<file path="config.mk">
export PLATFORM = sky130hd
export DESIGN_NAME = dff_pipe
export DESIGN_NICKNAME = d
export VERILOG_FILES = /design/src/rtl/dff_pipe.sv
export SDC_FILE = /design/constraint.sdc
export NUM_CORES = 1
export LEC_CHECK = 0
export ABC_AREA = 1
export CORE_ASPECT_RATIO = 1.2
export CORE_MARGIN = 1
export CORE_UTILIZATION = 30
export DETAILED_ROUTE_END_ITERATION = 10
export DONT_BUFFER_PORTS = 1
export PLACE_DENSITY = 0.46
export SLEW_MARGIN = 30
export SYNTH_ARGS = -nofsm -noshare
export SYNTH_HDL_FRONTEND = slang
export SYNTH_SLANG_ARGS = --single-unit
</file>
<file path="constraint.sdc">
create_clock -name clk -period 2.4 [get_ports clk]
set_input_delay 0.48 -clock clk [delete_from_list [all_inputs] [get_ports clk]]
set_output_delay 0.48 -clock clk [all_outputs]
set_load 0.01 [all_outputs]
</file>
<file path="src/rtl/dff_pipe.sv">
// dff_pipe: WIDTH-bit, DEPTH-stage elastic register pipeline with valid/ready on both sides.
// Optional synchronous flush port enabled by defining DFF_PIPE_FLUSH_EN.
module dff_pipe #(
    parameter int               WIDTH   = 8,
    parameter int               DEPTH   = 3,
    parameter logic [WIDTH-1:0] RST_VAL = '0
) (
    input  logic                           clk,
    input  logic                           rst_n,
`ifdef DFF_PIPE_FLUSH_EN
    input  logic                           flush,
`endif
    input  logic [WIDTH-1:0]               d,
    input  logic                           d_valid,
    output logic                           d_ready,
    output logic [WIDTH-1:0]               q,
    output logic                           q_valid,
    input  logic                           q_ready,
    output logic [$clog2(DEPTH+1)-1:0]     count
);
    localparam int CW = $clog2(DEPTH+1);

    logic [DEPTH-1:0]            r_vld;
    logic [DEPTH-1:0][WIDTH-1:0] r_data;
    logic [CW-1:0]               r_count;

    logic [DEPTH-1:0]            w_adv;
    logic [DEPTH:0]              w_src_vld;
    logic [DEPTH:0][WIDTH-1:0]   w_src_data;
    logic                        w_push;
    logic                        w_pop;

    // Stage i advances when the consumer takes q or any stage from i to the output is empty.
    for (genvar i = 0; i < DEPTH; i++) begin : g_adv
        assign w_adv[i] = q_ready | ~(&r_vld[DEPTH-1:i]);
    end

    // Source of stage i lives at index i: index 0 is the producer, index i+1 is stage i.
    assign w_src_vld  = {r_vld, d_valid};
    assign w_src_data = {r_data, d};

    assign d_ready = w_adv[0];
    assign w_push  = d_valid & w_adv[0];
    assign w_pop   = r_vld[DEPTH-1] & q_ready;

    assign q       = r_data[DEPTH-1];
    assign q_valid = r_vld[DEPTH-1];
    assign count   = r_count;

    always_ff @(posedge clk) begin
        if (!rst_n) begin
            r_vld   <= '0;
            r_data  <= {DEPTH{RST_VAL}};
            r_count <= '0;
        end
`ifdef DFF_PIPE_FLUSH_EN
        else if (flush) begin
            r_vld   <= '0;
            r_count <= '0;
        end
`endif
        else begin
            for (int i = 0; i < DEPTH; i++) begin
                if (w_adv[i]) begin
                    r_vld[i] <= w_src_vld[i];
                    // Bubbles don't overwrite data, so q keeps its last value when empty.
                    if (w_src_vld[i])
                        r_data[i] <= w_src_data[i];
                end
            end
            if (w_push && !w_pop)
                r_count <= r_count + CW'(1);
            else if (w_pop && !w_push)
                r_count <= r_count - CW'(1);
        end
    end
endmodule
</file>
==> flow_summary.yaml <==
run_status:
  run_status: "finished, final reports clean"
cells_and_area:
  syn_to_final_growth_pct: 7.210
  num-nets-final: 167
  num-fill-cells: 437
  final_layout_size_suffix_gt1_share_pct: 7.742
  sequential_standard_cell_area_sq_um: 580.6
  antenna_cells: 0
  multi_input_comb_area_sq_um: 454.2
timing:
  report.final.slew_viol_count: 0
  grt_setup_unrepaired: "no"
  final_setup_fails: 0
  slew_headroom_pct: 79.24
  period_share_pct: 65.56
  tns_ps: 0
  post_layout_minimum_cycle_time_ps: 1573
  fin_hold_ws_ps: 314.1
  skew_ps: 7.338
  hold_violations: 0
  fmax_achieved_mhz: 635.6
  worst_tran_pin_value_ps: 310.7
worst_setup_path:
  setup.worst_path.end_class: "output port"
  timing.critical_path.from_type: "flip-flop"
  timing.critical_path.max_delay_family: "flip-flops"
  path_buf_inv: 0
  reg2regPathDepth: 8
  regToRegEndpoint: "count[1]"
  crit_required_ps: 1920
  reg2reg_from: "r_vld[2]"
  data_arrival_time_at_the_worst_slack_endpoint_ps: 1090
  crit_path_max_incr_delay_ps: 490
  cp_slowest_cell: "sky130_fd_sc_hd__dfxtp_1"
  crit_chain: "nand4_4"
  r2r_setup_slack_ps: 870
  crit_fanout: 18
  path_class: "reg2out"
global_routing:
  global_route.overflow_total: 0
  grt_pass1_wl_um: 3401
  gr-usage-all-layers_pct: 10.93
  grt_max_degree: 28
  first_global_vias: 724
  grt_antenna_before_repair: 0
drt:
  routed_wire_per_std_cell_um: 9.691
  vias: 877
  totalWireLength_um: 2006
  post_route_drc_violation_count: 0
  drt-vias-per-instance: 4.237
  drt-pass1-iter-count: 4
  route.antenna.remaining_nets: 0
  dr.first_iter.drc_count: 14
synthesis:
  yosysSeqAreaShare_pct: 48.48
  synth_top_area_share_pct: 48.48
  synth_area_leader_cell: "sky130_fd_sc_hd__dfxtp_1"
  synth.ff_latch_count: 29
  number_of_synthesis_warnings: 0
  netlist_top_cells_area: "sky130_fd_sc_hd__dfxtp_1 (48%), sky130_fd_sc_hd__nor2_1 (13%), sky130_fd_sc_hd__o21ai_0 (7.1%)"
  synthesis.area_per_instance_sq_um: 7.437
  synthesis.area_sq_um: 1197
  netlist_instances: 161
  synth_nets: 174
  synthDistinctLibCells: 15
flow_run:
  drv.max_cap_violation_count: 0
floorplan:
  pin_count: 24
  coreArea_sq_um: 3724
  die-width_um: 59.67
  initial_utilization_pct: 32.16
  die_y_um: 71.21
  rows: 24
  die-area_sq_um: 4249
clock_tree:
  post_cts.resized_instances: 0
  cts-buffers-inserted: 5
  cts-htree-levels: 2
  post-cts-setup-buffer-count: 0
  cts.clk_slew.worst_paths_ps: 60
  number_of_hold_buffers_added_after_cts: 0
  cts_tree: "yes"
  cts_root_buf: "sky130_fd_sc_hd__clkbuf_8"
  clock_path_buffers: 2
  clock_sinks: 29
  clock_latency_ps: 280
placement:
  gp_routability_congestion: 0.7718
  io_buffers: 0
  place.detailed.hpwl_um: 1386
min_path:
  worst_hold_path.num_cells: 2
  worst_min_delay_path_category: "in2reg"
  hold_path.startpoint: "rst_n"
  min_delay_worst_endpoint: "count[1]"
pwr:
  power_density_nw_per_um2: 870.1
  peakVddDrop_mv: 0.3219
  leakage_nw: 0.5784
[cells in the mapped netlist, drive strengths merged]
cell type,instances
dfxtp,29
nor2,42
nand2,16
ha,1
a21oi,13
inv,18
o21ai,17
nand3,10
clkbuf,1
buf,13
nand4,1
[kinds of logic (layout without fill, tap and decap cells)]
family,after synthesis,in the layout,synth area share [%]
and+or+nand+nor,69,69,24.35
DFF,29,29,48.49
adders and majority gates,1,1,1.045
buffers and inverters,32,26,13.58
AOI/OAI and AO/OA,30,30,12.54
[layout make-up]
cell class | count | area share (%)
clock buffer | 7 | 6.725
clock inverter | 1 | 2.339
inverter | 18 | 5.263
multi-input combinational | 100 | 35.38
sequential | 29 | 45.22
tap | 52 | 5.068
[state kept, by name, indices dropped and copies added, names as in the netlist]
name and flops:
r_data 16, q 8, r_vld 3, count 2
[placed cells by master, fill, tap and decap left out]
| master | n |
|---|---|
| sky130_fd_sc_hd__nor2_1 | 42 |
| sky130_fd_sc_hd__dfxtp_1 | 29 |
| sky130_fd_sc_hd__o21ai_0 | 17 |
| sky130_fd_sc_hd__inv_1 | 15 |
| sky130_fd_sc_hd__nand2_1 | 15 |
| sky130_fd_sc_hd__a21oi_1 | 13 |
| sky130_fd_sc_hd__nand3_1 | 10 |
| sky130_fd_sc_hd__clkbuf_8 | 6 |
| sky130_fd_sc_hd__inv_2 | 3 |
| sky130_fd_sc_hd__nand4_4 | 1 |
| sky130_fd_sc_hd__nand2_2 | 1 |
| sky130_fd_sc_hd__ha_1 | 1 |
| sky130_fd_sc_hd__bufinv_16 | 1 |
| sky130_fd_sc_hd__clkbuf_1 | 1 |
[power by group]
part	total (W)	switching, W	internal (W)
registers	0.000536	0.0000239	0.000513
logic	0.0000682	0.0000389	0.0000293
clock network	0.000512	0.000175	0.000338
total	0.00112	0.000238	0.000880
[per-stage QoR]
step / power [W] / setup WS [ps] / instances / utilization (%) / area, sq um
after global placement: 0.0006134 / 898.9 / 199 / 31.35 / 1167
after global routing: 0.001175 / 726.0 / 207 / 34.48 / 1284
after floorplan: 0.0006197 / 788.2 / 161 / - / 1197
after CTS: 0.001135 / 811.0 / 207 / 34.48 / 1284
after detailed placement: 0.0006166 / 859.8 / 199 / 31.35 / 1167
final: 0.001117 / 826.7 / 207 / 34.48 / 1284
[how the worst max path moves through the flow]
stage                   from  slack, ps  depth (start not counted)  endpoint
finish              r_vld[2]        830                          1   d_ready
global route        r_vld[2]        730                          8  count[1]
CTS                 r_vld[2]        810                          1   d_ready
detailed placement   q_ready        860                          9  count[1]
global placement     q_ready        900                          9  count[1]
floorplan            d_valid        790                          9  count[1]
[metal layers]
metal | global-route usage, % | wire length [um] | vias to the layer above
li1 | - | - | 481
met1 | 14.11 | 999 | 363
met2 | 13.95 | 836 | 28
met3 | 5.667 | 115 | 5
met4 | 6.977 | 54 | 0
met5 | 0 | 0 | -
Note: power is estimated with default switching activity, not from simulation.
